## src/rtl/spi_flash_responder.sv

```systemverilog
// spi_flash_responder: SPI mode-0 serial-flash read responder.
// Serves READ (0x03 + address, streaming bytes from an external byte memory)
// and READ STATUS (0x05). All other commands are ignored.
// Build macro SPI_FLASH_JEDEC_ID_EN adds READ JEDEC ID (0x9F). Without it,
// 0x9F is ignored and no ID logic exists.
`timescale 1ns/1ps

module spi_flash_responder #(
   parameter int unsigned ADDR_W     = 24,
   parameter logic [23:0] JEDEC_ID   = 24'hEF4018,
   parameter logic [7:0]  STATUS_VAL = 8'h00
) (
   input  logic              clk_i,
   input  logic              rst_i,
   input  logic              spi_sck_i,
   input  logic              spi_cs_ni,
   input  logic              spi_mosi_i,
   output logic              spi_miso_o,
   output logic              spi_miso_oe_o,
   output logic              mem_en_o,
   output logic [ADDR_W-1:0] mem_addr_o,
   input  logic [7:0]        mem_rdata_i,
   output logic              rd_active_o
);

   localparam int unsigned      CNT_W     = $clog2(ADDR_W);
   localparam logic [CNT_W-1:0] CMD_LAST  = CNT_W'(7);
   localparam logic [CNT_W-1:0] ADDR_LAST = CNT_W'(ADDR_W - 1);

   typedef enum logic [2:0] {
      IDLE, CMD, ADDR, DATA, STAT, JEDEC, IGNORE
   } state_e;

   logic sck_meta_q, sck_sync_q, sck_prev_q;
   logic cs_meta_q, cs_sync_q;
   logic mosi_meta_q, mosi_sync_q;
   logic [1:0] flush_q;
   logic sck_rise, sck_fall;

   state_e            state_q, state_d;
   logic              armed_q, armed_d;
   logic [CNT_W-1:0]  bit_cnt_q, bit_cnt_d;
   logic [ADDR_W-2:0] in_sr_q, in_sr_d;
   logic [ADDR_W-1:0] sh_in;
   logic [2:0]        byte_cnt_q, byte_cnt_d;
   logic              load_pend_q, load_pend_d;
   logic [7:0]        out_sr_q, out_sr_d;
   logic              oe_q, oe_d;
   logic              mem_en_q, mem_en_d;
   logic [ADDR_W-1:0] mem_addr_q, mem_addr_d;
   logic              cap_pend_q, cap_pend_d;
   logic [7:0]        next_byte_q, next_byte_d;
   logic [7:0]        load_byte;
   logic              streaming;
`ifdef SPI_FLASH_JEDEC_ID_EN
   logic [1:0]        jedec_idx_q, jedec_idx_d;
`endif

   // Bring the asynchronous SPI pins into the clk_i domain and keep one SCK history bit.
   always_ff @(posedge clk_i) begin
      // NOTE: reset parks the synchronizers at a deselected bus (SCK=1, CS_N=1,
      // MOSI=0); flush_q marks when real pin values have reached the sync stage,
      // so those parked values can never arm the responder.
      if (!rst_i) begin
         sck_meta_q  <= 1'b1;
         sck_sync_q  <= 1'b1;
         sck_prev_q  <= 1'b1;
         cs_meta_q   <= 1'b1;
         cs_sync_q   <= 1'b1;
         mosi_meta_q <= 1'b0;
         mosi_sync_q <= 1'b0;
         flush_q     <= 2'b00;
      end else begin
         sck_meta_q  <= spi_sck_i;
         sck_sync_q  <= sck_meta_q;
         sck_prev_q  <= sck_sync_q;
         cs_meta_q   <= spi_cs_ni;
         cs_sync_q   <= cs_meta_q;
         mosi_meta_q <= spi_mosi_i;
         mosi_sync_q <= mosi_meta_q;
         flush_q     <= {flush_q[0], 1'b1};
      end
   end

   assign sck_rise = sck_sync_q & ~sck_prev_q;
   assign sck_fall = ~sck_sync_q & sck_prev_q;
   assign sh_in    = {in_sr_q, mosi_sync_q};

`ifdef SPI_FLASH_JEDEC_ID_EN
   assign streaming = (state_q == DATA) || (state_q == STAT) || (state_q == JEDEC);
`else
   assign streaming = (state_q == DATA) || (state_q == STAT);
`endif

   // Select the byte loaded into the MISO shifter on the first SCK fall of each byte.
   always_comb begin
      load_byte = next_byte_q;
      if (state_q == STAT) load_byte = STATUS_VAL;
`ifdef SPI_FLASH_JEDEC_ID_EN
      if (state_q == JEDEC) begin
         case (jedec_idx_q)
            2'd0:    load_byte = JEDEC_ID[23:16];
            2'd1:    load_byte = JEDEC_ID[15:8];
            2'd2:    load_byte = JEDEC_ID[7:0];
            default: load_byte = 8'hFF;
         endcase
      end
`endif
   end

   // State register: every FSM and datapath register moves here.
   always_ff @(posedge clk_i) begin
      // NOTE: non-blocking assignments so every register samples pre-edge values.
      if (!rst_i) begin
         state_q     <= IDLE;
         armed_q     <= 1'b0;
         bit_cnt_q   <= '0;
         in_sr_q     <= '0;
         byte_cnt_q  <= '0;
         load_pend_q <= 1'b0;
         out_sr_q    <= 8'hFF;
         oe_q        <= 1'b0;
         mem_en_q    <= 1'b0;
         mem_addr_q  <= '0;
         cap_pend_q  <= 1'b0;
         next_byte_q <= '0;
`ifdef SPI_FLASH_JEDEC_ID_EN
         jedec_idx_q <= '0;
`endif
      end else begin
         state_q     <= state_d;
         armed_q     <= armed_d;
         bit_cnt_q   <= bit_cnt_d;
         in_sr_q     <= in_sr_d;
         byte_cnt_q  <= byte_cnt_d;
         load_pend_q <= load_pend_d;
         out_sr_q    <= out_sr_d;
         oe_q        <= oe_d;
         mem_en_q    <= mem_en_d;
         mem_addr_q  <= mem_addr_d;
         cap_pend_q  <= cap_pend_d;
         next_byte_q <= next_byte_d;
`ifdef SPI_FLASH_JEDEC_ID_EN
         jedec_idx_q <= jedec_idx_d;
`endif
      end
   end

   // Next-state logic: command/address shifting, MISO streaming and memory strobes.
   always_comb begin
      // NOTE: every _d starts at its hold value so no path can infer a latch.
      state_d     = state_q;
      armed_d     = armed_q | (flush_q[1] & cs_sync_q);
      bit_cnt_d   = bit_cnt_q;
      in_sr_d     = in_sr_q;
      byte_cnt_d  = byte_cnt_q;
      load_pend_d = load_pend_q;
      out_sr_d    = out_sr_q;
      oe_d        = oe_q;
      mem_en_d    = 1'b0;
      mem_addr_d  = mem_addr_q;
      cap_pend_d  = mem_en_q;
      next_byte_d = cap_pend_q ? mem_rdata_i : next_byte_q;
`ifdef SPI_FLASH_JEDEC_ID_EN
      jedec_idx_d = jedec_idx_q;
`endif

      if (cs_sync_q) begin
         state_d     = IDLE;
         bit_cnt_d   = '0;
         byte_cnt_d  = '0;
         load_pend_d = 1'b0;
         oe_d        = 1'b0;
      end else begin
         case (state_q)
            IDLE: begin
               bit_cnt_d = '0;
               if (armed_q) state_d = CMD;
            end
            CMD: begin
               if (sck_rise) begin
                  in_sr_d   = sh_in[ADDR_W-2:0];
                  bit_cnt_d = bit_cnt_q + 1'b1;
                  if (bit_cnt_q == CMD_LAST) begin
                     bit_cnt_d  = '0;
                     byte_cnt_d = '0;
                     case (sh_in[7:0])
                        8'h03: state_d = ADDR;
                        8'h05: begin
                           state_d     = STAT;
                           load_pend_d = 1'b1;
                        end
`ifdef SPI_FLASH_JEDEC_ID_EN
                        8'h9F: begin
                           state_d     = JEDEC;
                           load_pend_d = 1'b1;
                           jedec_idx_d = 2'd0;
                        end
`endif
                        default: state_d = IGNORE;
                     endcase
                  end
               end
            end
            ADDR: begin
               if (sck_rise) begin
                  in_sr_d   = sh_in[ADDR_W-2:0];
                  bit_cnt_d = bit_cnt_q + 1'b1;
                  if (bit_cnt_q == ADDR_LAST) begin
                     bit_cnt_d   = '0;
                     byte_cnt_d  = '0;
                     mem_en_d    = 1'b1;
                     mem_addr_d  = sh_in;
                     load_pend_d = 1'b1;
                     state_d     = DATA;
                  end
               end
            end
            default: ;
         endcase

         if (streaming) begin
            if (sck_fall) begin
               oe_d = 1'b1;
               if (load_pend_q) begin
                  out_sr_d    = load_byte;
                  load_pend_d = 1'b0;
               end else begin
                  out_sr_d = {out_sr_q[6:0], 1'b1};
               end
            end
            if (sck_rise) begin
               byte_cnt_d = byte_cnt_q + 1'b1;
               if (byte_cnt_q == 3'd7) begin
                  load_pend_d = 1'b1;
                  if (state_q == DATA) begin
                     mem_en_d   = 1'b1;
                     mem_addr_d = mem_addr_q + 1'b1;
                  end
`ifdef SPI_FLASH_JEDEC_ID_EN
                  if (state_q == JEDEC && jedec_idx_q != 2'd3) jedec_idx_d = jedec_idx_q + 1'b1;
`endif
               end
            end
         end
      end
   end

   assign spi_miso_o    = oe_q ? out_sr_q[7] : 1'b1;
   assign spi_miso_oe_o = oe_q;
   assign mem_en_o      = mem_en_q;
   assign mem_addr_o    = mem_addr_q;
   assign rd_active_o   = (state_q == DATA);

endmodule

```

## config.mk

```make
export PLATFORM = sky130hd
export DESIGN_NAME = spi_flash_responder
export DESIGN_NICKNAME = d
export VERILOG_FILES = /design/src/rtl/spi_flash_responder.sv
export SDC_FILE = /design/constraint.sdc
export NUM_CORES = 1
export LEC_CHECK = 0
export CELL_PAD_IN_SITES_DETAIL_PLACEMENT = 1
export CELL_PAD_IN_SITES_GLOBAL_PLACEMENT = 2
export CORE_ASPECT_RATIO = 1.4
export CORE_UTILIZATION = 39
export CTS_CLUSTER_DIAMETER = 50
export DETAILED_ROUTE_END_ITERATION = 8
export DONT_BUFFER_PORTS = 1
export PLACE_DENSITY = 0.91
export SLEW_MARGIN = 30
export SYNTH_ARGS = -nofsm -noshare
export SYNTH_HDL_FRONTEND = slang
export SYNTH_SLANG_ARGS = --single-unit
```

## constraint.sdc

```tcl
create_clock -name clk_i -period 2.7 [get_ports clk_i]
set_input_delay 0.27 -clock clk_i [delete_from_list [all_inputs] [get_ports clk_i]]
set_output_delay 0.27 -clock clk_i [all_outputs]
set_load 0.1 [all_outputs]
```

==> impl_metrics.env <==
export IMPL_status="finished clean"
export IMPL_tightest_slew_ps=992
export IMPL_gr_total_overflow=0
export IMPL_synth_warning_count=0
export IMPL_synth_most_common_cell="dfxtp_1"
export IMPL_antennaDiodeCount=0
export IMPL_end_kind="register"
export IMPL_num_io_pins=41
export IMPL_h_tree_depth=3
export IMPL_yosys_top_cells_area="dfxtp_1, mux2i_1, nor2_1"
export IMPL_period_share_pct=84.4
export IMPL_ant_nets=0
export IMPL_yosysSeqAreaShare_pct=42.4
export IMPL_cts_num_sinks=88
export IMPL_vias_per_cell=5.91
export IMPL_combPwrFrac_pct=2.9
export IMPL_die_width_um=89.3
export IMPL_finalMaxSlewViolations=0
export IMPL_core_area_um2=10300
export IMPL_synth_top_cell_area_share_pct=42.4
export IMPL_crit_required_ps=2950
export IMPL_remaining_drc_errors=0
export IMPL_antenna_found_initial=0
export IMPL_wl_mm=12.5
export IMPL_syn_area_um2=4160
export IMPL_synth_cell_types=63
export IMPL_syn_avg_cell_area_um2=8.82
export IMPL_tns_ps=0
export IMPL_drt_iter0_markers=177
export IMPL_synth_edf_count=0
export IMPL_async_reset_ff_share_pct=0
export IMPL_worstPathMaxFanout=7
export IMPL_yosys_top_cells_count="dfxtp_1, nor2_1, nand2_1"
export IMPL_drtPass1Iterations=4
export IMPL_synth_nets=488
export IMPL_powerDensity_nw_per_um2=575
export IMPL_cts_root_buf="clkbuf_16"
export IMPL_clkPwrFrac_pct=49.8
export IMPL_synth_flop_cell="dfxtp_1"
export IMPL_slew_headroom_pct=33.8
export IMPL_clkTransAtPathRegs_ps=70
export IMPL_cts_inserted_buffers=9
export IMPL_synth_seq_cells=88
export IMPL_vias=3744
export IMPL_io_buffer_count=0
export IMPL_cts_tree="yes"
export IMPL_p_total_uw=2780
export IMPL_seqPwrFrac_pct=47.3
export IMPL_grt_pass1_vias=4000
export IMPL_ir_drop_v=0.000355
export IMPL_post_cts_setup_buffers=0
export IMPL_switching_share_pct=22.6
export IMPL_yosysTopAreaCell="dfxtp_1"
export IMPL_final_nets=508
export IMPL_fin_crit_ps=2280
export IMPL_rows=44
export IMPL_dieArea_um2=11100
export IMPL_hp_class="input pin to register"
export IMPL_max_freq_mhz=439
export IMPL_hold_ws_ps=11.2
export IMPL_cts_buffer_depth=2
export IMPL_gp_congestion=0.859
export IMPL_grt_pass1_wl_mm=19.9
export IMPL_cts_resized=0
export IMPL_syn_to_final_growth_pct=16.3
export IMPL_setup_viol=0
export IMPL_maxCapViolCount=0
export IMPL_clock_latency_ps=350
export IMPL_arrival_ps=2530
export IMPL_crit_type="register to register"
export IMPL_grt_use_total_pct=24.1
export IMPL_rsz0062_at_grt="no"
export IMPL_startpoint_type="register"
export IMPL_start_util_pct=40.2
export IMPL_finalHoldViolations=0
export IMPL_layout_drive_gt1_share_pct=15.3
export IMPL_finalClockSkew_ps=6.06
export IMPL_synthCells=471
export IMPL_internal_power_uw=2150
export IMPL_leakagePower_uw=0.00188
export IMPL_power_switching_uw=627
export IMPL_fp_dieH_um=124
export IMPL_grt_max_degree=43
export IMPL_post_dp_hpwl_mm=8.44
export IMPL_routedWlPerCell_um=19.8
-- sequential cells by signal, indices dropped and copies added, names as in the netlist --
register and cells:
mem_addr_o 24, in_sr_q 23, next_byte_q 8, out_sr_q 8
bit_cnt_q 5, byte_cnt_q 3, state_q 3, flush_q 2
armed_q 1, cap_pend_q 1, cs_meta_q 1, cs_sync_q 1
load_pend_q 1, mem_en_o 1, mosi_meta_q 1, mosi_sync_q 1
sck_meta_q 1, sck_prev_q 1, sck_sync_q 1, spi_miso_oe_o 1
-- cells by family after synthesis --
logic type	after synthesis	share of synthesized area [%]
and+or+nand+nor	183	23.3
DFF	88	42.4
muxes	38	9.18
adders and majority gates	4	1.20
buffers and inverters	44	4.67
AOI/OAI and AO/OA	114	19.3
-- routing by layer --
layer / wire length, µm / global-route usage [%]
met1: 4880 / 25.7
met5: 0 / 0
met2: 6810 / 44.0
met3: 516 / 5.83
met4: 325 / 11.1
-- power groups by stage --
stage                     combinational, µW  sequential (µW)  clock [µW]
final                                  80.8             1310        1380
after floorplan                        44.7             1360           0
after global placement                 75.6             1340           0
after detailed placement               77.1             1340           0
after global routing                   85.3             1310        1450
after CTS                              81.1             1310        1400
-- path summary, 6_finish.rpt --
path / from / end / slack (ps) / depth (start not counted)
setup / recovery: bit_cnt_q[0] / mem_addr_o[16] / 420 / 6
hold / removal: rst_i / out_sr_q[1] / 10 / 1
setup reg to reg: bit_cnt_q[0] / mem_addr_o[16] / 420 / 6
hold reg to reg: sck_meta_q / sck_sync_q / 420 / 1
-- critical path, cell delays in order, from the launching register on --
cell and delay [ps]:
dfxtp_1 390, ha_1 330, nand3b_2 160, or4_4 560
a21oi_2 350, o22ai_1 150, a31o_2 230
-- per-stage QoR --
stage	cells	utilization, %	cell area, µm²	setup slack (ps)
6_report	634	46.7	4830	422
5_1_grt	634	46.7	4830	318
4_1_cts	634	46.7	4830	416
3_5_place_dp	617	43.4	4490	433
3_3_place_gp	617	43.4	4490	512
2_1_floorplan	471	-	4160	64.7
-- placed cells by master, fill, tap and decap left out, types with 4 or more instances in the layout --
cell       Yosys  routed
nor2b_1       12      12
ha_1           4       4
o22ai_1        7       7
nor3_2         4       4
and3_1         5       5
buf_4          2      42
o21ai_0        9       9
nand3_1       15      15
nor4_1         5       5
and2_1         4       4
o221ai_1       4       4
nand4_1       10      10
nor3_1         8       8
mux2i_1       37      37
a31oi_1       11      11
dfxtp_1       88      88
a21oi_1       28      28
a2bb2oi_1      6       6
nand2_1       39      39
or4_1          4       4
a211oi_1       7       7
inv_1          9       9
a41oi_1        6       6
clkbuf_16      0       9
nand2b_1       9       9
o211ai_1      11      11
nor2_1        50      50
-- what timing repair did --
action	4_1_cts	5_1_grt
endpoints found under the hold margin	3	0
hold buffers	1	0
endpoints found under the setup margin	0	0
-- area by class of cell --
class | count | area (µm²)
Clock buffer | 9 | 225
Tap cell | 138 | 173
Timing Repair Buffer | 43 | 325
Clock inverter | 7 | 103
Multi-Input combinational cell | 339 | 2210
Fill cell | 1254 | 5520
Inverter | 10 | 37.5
Sequential cell | 88 | 1760
No activity file was read; power rests on OpenSTA's default activity.
